[src/rtl/fabric_arbiter.sv]
// Round-robin arbiter sharing one fabric port among NUM_REQ requesters; one transaction in flight.
// req->gnt 1 cycle, done 1 cycle after fab_resp_valid (or after TIMEOUT wait cycles); req is held until gnt.
module fabric_arbiter #(
  parameter int WIDTH   = 32,
  parameter int NUM_REQ = 4,
  parameter int TIMEOUT = 8
) (
  input  logic                     clk,
  input  logic                     rst_n,
  input  logic [NUM_REQ-1:0]       req,
  input  logic [NUM_REQ-1:0]       req_write,
  input  logic [NUM_REQ*WIDTH-1:0] req_wdata,
  output logic [NUM_REQ-1:0]       gnt,
  output logic [NUM_REQ-1:0]       done,
  output logic                     err,
  output logic [WIDTH-1:0]         rdata,
  output logic                     busy,
  output logic                     fab_read_req,
  output logic                     fab_write_req,
  output logic [WIDTH-1:0]         fab_write_data,
  input  logic [WIDTH-1:0]         fab_read_data,
  input  logic                     fab_resp_valid
);

  localparam int         IDX_W    = $clog2(NUM_REQ);
  localparam logic [7:0] CNT_LAST = 8'(TIMEOUT - 1);

  typedef enum logic [1:0] {
    ST_IDLE,
    ST_ISSUE,
    ST_WAIT
  } state_t;

  state_t               state_q, state_d;
  logic [IDX_W-1:0]     rr_ptr_q, rr_ptr_d;
  logic [IDX_W-1:0]     owner_q, owner_d;
  logic                 write_q, write_d;
  logic [7:0]           cnt_q, cnt_d;
  logic [NUM_REQ-1:0]   gnt_q, gnt_d;
  logic [NUM_REQ-1:0]   done_q, done_d;
  logic                 err_q, err_d;
  logic                 busy_q, busy_d;
  logic                 fab_read_req_q, fab_read_req_d;
  logic                 fab_write_req_q, fab_write_req_d;
  logic [WIDTH-1:0]     rdata_q, rdata_d;
  logic [WIDTH-1:0]     fab_write_data_q, fab_write_data_d;

  logic                 win_vld;
  logic [IDX_W-1:0]     win_idx;
  logic [IDX_W-1:0]     cand;
  logic [WIDTH-1:0]     win_wdata;

  // First requester at or after rr_ptr, wrapping modulo NUM_REQ.
  always_comb begin : rr_search
    win_vld = 1'b0;
    win_idx = rr_ptr_q;
    cand    = rr_ptr_q;
    for (int k = 0; k < NUM_REQ; k++) begin
      cand = IDX_W'((int'(rr_ptr_q) + k) % NUM_REQ);
      if (!win_vld && req[cand]) begin
        win_vld = 1'b1;
        win_idx = cand;
      end
    end
  end

  always_comb begin : wdata_mux
    win_wdata = '0;
    for (int i = 0; i < NUM_REQ; i++) begin
      if (win_idx == IDX_W'(i)) begin
        win_wdata = req_wdata[i*WIDTH +: WIDTH];
      end
    end
  end

  always_comb begin : next_state
    state_d          = state_q;
    rr_ptr_d         = rr_ptr_q;
    owner_d          = owner_q;
    write_d          = write_q;
    cnt_d            = cnt_q;
    gnt_d            = '0;
    done_d           = '0;
    err_d            = 1'b0;
    rdata_d          = rdata_q;
    fab_read_req_d   = 1'b0;
    fab_write_req_d  = 1'b0;
    fab_write_data_d = fab_write_data_q;

    case (state_q)
      ST_IDLE: begin
        // Outputs are registered, so the ISSUE-cycle strobes are loaded on this edge.
        if (win_vld) begin
          state_d          = ST_ISSUE;
          owner_d          = win_idx;
          write_d          = req_write[win_idx];
          rr_ptr_d         = IDX_W'((int'(win_idx) + 1) % NUM_REQ);
          gnt_d            = NUM_REQ'(1) << win_idx;
          fab_write_req_d  = req_write[win_idx];
          fab_read_req_d   = !req_write[win_idx];
          fab_write_data_d = win_wdata;
        end
      end
      ST_ISSUE: begin
        state_d = ST_WAIT;
        cnt_d   = '0;
      end
      ST_WAIT: begin
        cnt_d = cnt_q + 8'd1;
        if (fab_resp_valid) begin
          state_d = ST_IDLE;
          done_d  = NUM_REQ'(1) << owner_q;
          if (!write_q) begin
            rdata_d = fab_read_data;
          end
        end else if (cnt_q == CNT_LAST) begin
          state_d = ST_IDLE;
          done_d  = NUM_REQ'(1) << owner_q;
          err_d   = 1'b1;
        end
      end
      default: state_d = ST_IDLE;
    endcase

    busy_d = (state_d != ST_IDLE);
  end

  always_ff @(posedge clk or negedge rst_n) begin
    if (!rst_n) begin
      state_q          <= ST_IDLE;
      rr_ptr_q         <= '0;
      owner_q          <= '0;
      write_q          <= 1'b0;
      cnt_q            <= '0;
      gnt_q            <= '0;
      done_q           <= '0;
      err_q            <= 1'b0;
      busy_q           <= 1'b0;
      fab_read_req_q   <= 1'b0;
      fab_write_req_q  <= 1'b0;
      rdata_q          <= '0;
      fab_write_data_q <= '0;
    end else begin
      state_q          <= state_d;
      rr_ptr_q         <= rr_ptr_d;
      owner_q          <= owner_d;
      write_q          <= write_d;
      cnt_q            <= cnt_d;
      gnt_q            <= gnt_d;
      done_q           <= done_d;
      err_q            <= err_d;
      busy_q           <= busy_d;
      fab_read_req_q   <= fab_read_req_d;
      fab_write_req_q  <= fab_write_req_d;
      rdata_q          <= rdata_d;
      fab_write_data_q <= fab_write_data_d;
    end
  end

  assign gnt            = gnt_q;
  assign done           = done_q;
  assign err            = err_q;
  assign rdata          = rdata_q;
  assign busy           = busy_q;
  assign fab_read_req   = fab_read_req_q;
  assign fab_write_req  = fab_write_req_q;
  assign fab_write_data = fab_write_data_q;

endmodule

[config.mk]
export PLATFORM = sky130hd
export DESIGN_NAME = fabric_arbiter
export DESIGN_NICKNAME = d
export VERILOG_FILES = /design/src/rtl/fabric_arbiter.sv
export SDC_FILE = /design/constraint.sdc
export NUM_CORES = 1
export LEC_CHECK = 0
export BUFFER_PORTS_ARGS = -buffer_cell sky130_fd_sc_hd__buf_4
export CELL_PAD_IN_SITES_DETAIL_PLACEMENT = 2
export CELL_PAD_IN_SITES_GLOBAL_PLACEMENT = 2
export CORE_UTILIZATION = 27
export DETAILED_ROUTE_END_ITERATION = 6
export PLACE_DENSITY = 0.86
export SLEW_MARGIN = 0
export SYNTH_ARGS = -nofsm -noshare
export SYNTH_HDL_FRONTEND = slang
export SYNTH_SLANG_ARGS = --single-unit
[constraint.sdc]
create_clock -name clk -period 6.8 [get_ports clk]
set_input_delay 0.68 -clock clk [delete_from_list [all_inputs] [get_ports clk]]
set_output_delay 0.68 -clock clk [all_outputs]
set_load 0.02 [all_outputs]
# [Yosys cells after proc, flatten, opt, wreduce, memory -nomap -nowiden]
# Index checks and enable logic that the tools add are counted.
[word_totals] reg_bits=91 input_bits=171 output_inout_bits=76
[classes] add_sub_neg=5 order_cmp=5 n_eq_ne=6 shift=2 muxes=38 bitwise_logic=1 n_reduce_logical=13
[ops] operator="two-way mux 32 bit" count=4
[ops] operator="two-way mux 4 bit" count=5
[ops] operator="two-way mux 1 bit" count=16
[ops] operator="case mux 8 bit (2 select lines)" count=1
[ops] operator="< comparator 2 x 3 -> 1 bit, second input constant" count=5
[ops] operator="two-way mux 2 bit" count=6
[ops] operator="binary-select mux 1 bit (select 2 bit)" count=5
[ops] operator="adder 8 x 1 -> 8 bit, second input constant" count=1
[ops] operator="== test 8 x 3 -> 1 bit, second input constant" count=1
[ops] operator="left shift 1 x 2 -> 4 bit, first input constant" count=2
[ops] operator="== test 2 bit, second input constant" count=3
[ops] operator="case mux 2 bit (3 select lines)" count=1
[ops] operator="adder 2 x 1 -> 2 bit, second input constant" count=2
[ops] operator="adder 2 bit, second input constant" count=2
[ops] operator="== test 2 x 1 -> 1 bit, second input constant" count=2
[ops] operator="logical NOT 1 bit" count=4
[ops] operator="logical NOT 2 bit" count=2
[ops] operator="nonzero test 2 bit" count=2
[ops] operator="logical AND 1 bit" count=3
[ops] operator="AND reduction 3 bit" count=1
[ops] operator="AND reduction 2 bit" count=1
[ops] operator="NOT 1 bit" count=1

# [Depth between registers and ports, before layout]
[depth] word_depth=17 mapped_depth=12 ltp_nobuf=10

# [Worst setup path before layout]
# No wires, ideal clock.
[synth_path] path_kind="input to register" startpoint="input req[0]" endpoint="register fab_write_data_q[10], in the netlist fab_write_data[10]" setup_ps=65 arrival_ps=2437 required_time_ps=6735 slack_ps=4298 stages=12 n_path_buf=2 cell_sequence="nor2b_1 > a21oi_2 > o221ai_2 > inv_1 > ha_1 > clkbuf_1 > clkbuf_1 > nand3b_1 > a21oi_1 > a21oi_1 > o211ai_1 > o21a_1"
[synth_via] elab_chain_len=17 word_cells_on_any_way=30
[synth_lines] item="from (decl)" line="10" source="input logic [NUM_REQ-1:0] req,"
[synth_lines] item="binary-select mux 1 bit (select 2 bit)" line="60" source="if (!win_vld && req[cand]) begin"
[synth_lines] item="two-way mux 1 bit (not written as such)" line="60"
[synth_lines] item="two-way mux 1 bit" line="60"
[synth_lines] item="logical NOT 1 bit" line="60"
[synth_lines] item="logical AND 1 bit" line="60"
[synth_lines] item="two-way mux 1 bit" line="60"
[synth_lines] item="logical NOT 1 bit" line="60"
[synth_lines] item="logical AND 1 bit" line="60"
[synth_lines] item="two-way mux 1 bit" line="60"
[synth_lines] item="logical NOT 1 bit" line="60"
[synth_lines] item="logical AND 1 bit" line="60"
[synth_lines] item="two-way mux 2 bit *" line="60"
[synth_lines] item="via win_idx[0]" line="49" source="logic [IDX_W-1:0] win_idx;"
[synth_lines] item="logical NOT 2 bit" line="70" source="if (win_idx == IDX_W'(i)) begin"
[synth_lines] item="two-way mux 32 bit (3 in series)" line="70"
[synth_lines] item="two-way mux 32 bit *" line="70"
[synth_lines] item="to (signal assigned)" line="156" source="fab_write_data_q <= fab_write_data_d;"
[synth_lines] item="to (decl)" line="46" source="logic [WIDTH-1:0] fab_write_data_q, fab_write_data_d;"
# The timed path passes the listed nets; every way through them passes the cells marked *. The select of a mux whose other input is x is not followed.
# A chain may end at the register's enable or synchronous reset.

# [Worst setup path after layout]
[layout_path] startpoint="input req[3]" endpoint="register fab_write_data_q[4], in the netlist fab_write_data[4]"
# The elaborated chain is that of the path after synthesis.

==> results.py <==
metrics = {
    "routing": {
        "drc": 0,
        "ant_nets": 0,
        "via_per_inst": 4.95,
        "route.detailed.wl_per_inst_um": 18.5,
        "drt-initial-drc-count": 91,
        "vias": 4621,
        "drt-total-wl_mm": 17.3,
        "drt_first_pass_iters": 4,
    },
    "logic_synthesis": {
        "synth_edf_count": 0,
        "ys_seq_elements": 91,
        "synth_nets": 664,
        "synthTopCellsByCount": "dfrtp_1 (91), nand2_1 (77), a21oi_1 (71), clkbuf_1 (34), nand3b_1 (33)",
        "syn-mean-instance-area_um2": 9.69,
        "synthFlopType": "dfrtp_1",
        "async_flop_share_pct": 100,
        "syn_inst": 484,
        "synth_top_cell_by_area": "dfrtp_1",
        "post-synth-top-count-cell": "dfrtp_1",
        "netlist.area_leader.share_pct": 48.5,
        "synthTopCellsByArea": "dfrtp_1 (49%), mux2_2 (7.7%), a21oi_1 (7.6%)",
        "ys_seq_area_share_pct": 48.5,
        "synthDistinctLibCells": 37,
        "syn_area_um2": 4690,
        "yosysWarnings": 0,
    },
    "cts": {
        "path_clk_slew_ps": 70,
        "clockBufferDepth": 2,
        "cts_buffers": 9,
        "cts_resized": 0,
        "cts_setup_buffers": 0,
        "ctsHoldBuffers": 0,
        "clkLatencyLatePin_ps": 350,
        "clock-root-buffer": "clkbuf_16",
        "cts_tree": "yes",
        "cts_max_level": 3,
        "clock_sinks": 91,
    },
    "worst_setup_path": {
        "cp.required_ps": 7080,
        "r2r_cells": 9,
        "r2r_start": "rr_ptr_q[0]$_DFFE_PN0P_",
        "ff2ff_setup_slack_ps": 3930,
        "end_kind": "register",
        "path_common_cell": "a21oi_1",
        "crit_chain": "buf_4, nor2b_1, a21oi_1, o2bb2ai_1, inv_1, ha_1, buf_4, nand3b_1, a21oi_1, a21oi_1, o211ai_1, o21a_1",
        "rr_endpoint": "fab_write_data[22]$_DFFE_PN0P_",
        "critPathKind": "in2reg",
        "crit_family": "compound AO/OA/AOI/OAI gates",
        "startpoint_type": "input pin",
        "crit_fanout": 20,
        "crit_arrival_ps": 3260,
        "crit_buf_inv": 3,
        "cpMaxStageDelayCell": "ha_1",
        "slowest_delay_ps": 640,
    },
    "finish": {
        "drive_gt1_share_pct": 43.3,
        "final_core_util_pct": 42.2,
        "nNetsFinal": 889,
        "antenna_cells": 0,
        "area_delta_synth_final_pct": 50.9,
    },
    "flow_run": {
        "drv_cap": 0,
    },
    "placement": {
        "place_hpwl_mm": 13.4,
        "place.port_buffers": 246,
        "gp_congestion": 0.846,
    },
    "floorplan": {
        "die_w_um": 134,
        "io_pins": 247,
        "rows": 47,
        "die-area_um2": 17900,
        "fp.coreArea_um2": 16800,
        "start_util_pct": 28.0,
        "die_h_um": 134,
    },
    "sta": {
        "period_share_pct": 43.8,
        "skew_ps": 11.5,
        "slew-limit-headroom_pct": 27.7,
        "rsz0062_at_grt": "false",
        "hold_ws_ps": 295,
        "fmax_ghz": 0.335,
        "setup_viol": 0,
        "finalCriticalPeriod_ps": 2980,
        "drv_slew": 0,
        "tightest_slew_ps": 1080,
        "hold_viol": 0,
        "finalSetupTns_ps": 0,
    },
    "global_route": {
        "met3_usage_pct": 5.71,
        "grt_pass1_vias": 5224,
        "busiest_layer": "met2",
        "antenna_found_initial": 0,
        "grt_first_pass_wirelength_mm": 27.8,
        "grt.total_usage_pct": 20.0,
        "grtUsageMet1_pct": 22.9,
        "grt_max_degree": 66,
        "overflow": 0,
        "grtUsageMet2_pct": 35.3,
    },
    "power_and_ir_drop": {
        "p_per_area_nw_per_um2": 459,
        "peakVddDrop_v": 0.000178,
        "total_leakage_power_nw": 3.22,
    },
    "min_path": {
        "hp-class": "in2async",
    },
    "status": {
        "status": "finished clean",
    },
}
## layout by cell type (no fill, tap or decap), types with 3 or more instances in the layout
| cell | n |
|---|---|
| a21oi_1 | 71 |
| dfrtp_1 | 91 |
| nand3b_1 | 33 |
| ha_2 | 3 |
| bufinv_16 | 3 |
| o21a_1 | 32 |
| nand2_1 | 77 |
| mux2_2 | 32 |
| clkbuf_16 | 9 |
| inv_1 | 8 |
| and2_1 | 5 |
| buf_4 | 252 |
| nand3_1 | 3 |
| o211ai_1 | 32 |
| o21ai_0 | 10 |
| nor2_1 | 12 |
| ha_1 | 6 |
| nor2b_1 | 3 |
## sequential cells by signal, summed over array words and instances, names as in the netlist
name / flops
fab_write_data: 32
rdata: 32
cnt_q: 8
done: 4
gnt: 4
owner_q: 2
rr_ptr_q: 2
state_q: 2
busy: 1
err: 1
fab_read_req: 1
fab_write_req: 1
write_q: 1
## logic make-up after synthesis
family	after synthesis	share of synthesized area, %
compound gates	154	20.5
mux	35	8.70
fa+ha+maj	9	2.40
simple gates	147	15.8
buf+inv	46	3.68
xor+xnor	2	0.374
flops	91	48.5
## layout make-up
cell class	count	area (µm²)
Multi-Input combinational cell	347	2260
Clock buffer	9	225
Timing Repair Buffer	252	1890
Tap cell	220	275
Inverter	8	30.0
Clock inverter	7	121
Sequential cell	91	2280
Fill cell	1808	9680
## how the worst max path moves through the flow
stage            from  slack [ps]  cells after the start                        endpoint
2_1_floorplan  req[0]        4300                     12  fab_write_data[10]$_DFFE_PN0P_
3_3_place_gp   req[3]        3630                     11   fab_write_data[2]$_DFFE_PN0P_
3_5_place_dp   req[3]        3450                     11  fab_write_data[22]$_DFFE_PN0P_
4_1_cts        req[3]        3820                     11   fab_write_data[4]$_DFFE_PN0P_
5_1_grt        req[3]        3520                     11   fab_write_data[2]$_DFFE_PN0P_
6_report       req[3]        3820                     12   fab_write_data[4]$_DFFE_PN0P_
## report_power, final
group	leakage, nW	switching [mW]	total (mW)	internal, mW
logic	1.94	0.965	1.72	0.759
clock network	0.170	0.226	0.588	0.362
registers	1.12	0.150	0.935	0.785
total	3.22	1.34	3.25	1.91
## worst reg2reg max path, delay by kind of cell (launching register included)
| family | cells | cell delay (ps) |
|---|---|---|
| adder cells (fa/ha/maj) | 1 | 710 |
| flip-flops | 1 | 440 |
| AND/OR/NAND/NOR | 2 | 300 |
| AO/OA/AOI/OAI | 5 | 890 |
| buffers and inverters | 1 | 460 |
## stage by stage
stage	area, µm²	setup slack, ps	total power, mW	std cells
after CTS	7080	3820	3.30	934
final	7080	3820	3.25	934
after detailed placement	6730	3450	2.70	918
after global placement	6730	3630	2.61	918
after floorplan	4690	4300	1.98	484
after global routing	7080	3520	3.47	934
## metal layers
layer / part of all wire, % / vias to the layer above / wire (µm)
li1: - / 2166 / -
met2: 49 / 198 / 8470
met3: 8.5 / 25 / 1470
met4: 2.3 / 0 / 392
met1: 40 / 2232 / 6940
met5: 0 / - / 0
(Power assumes the default switching activity.)
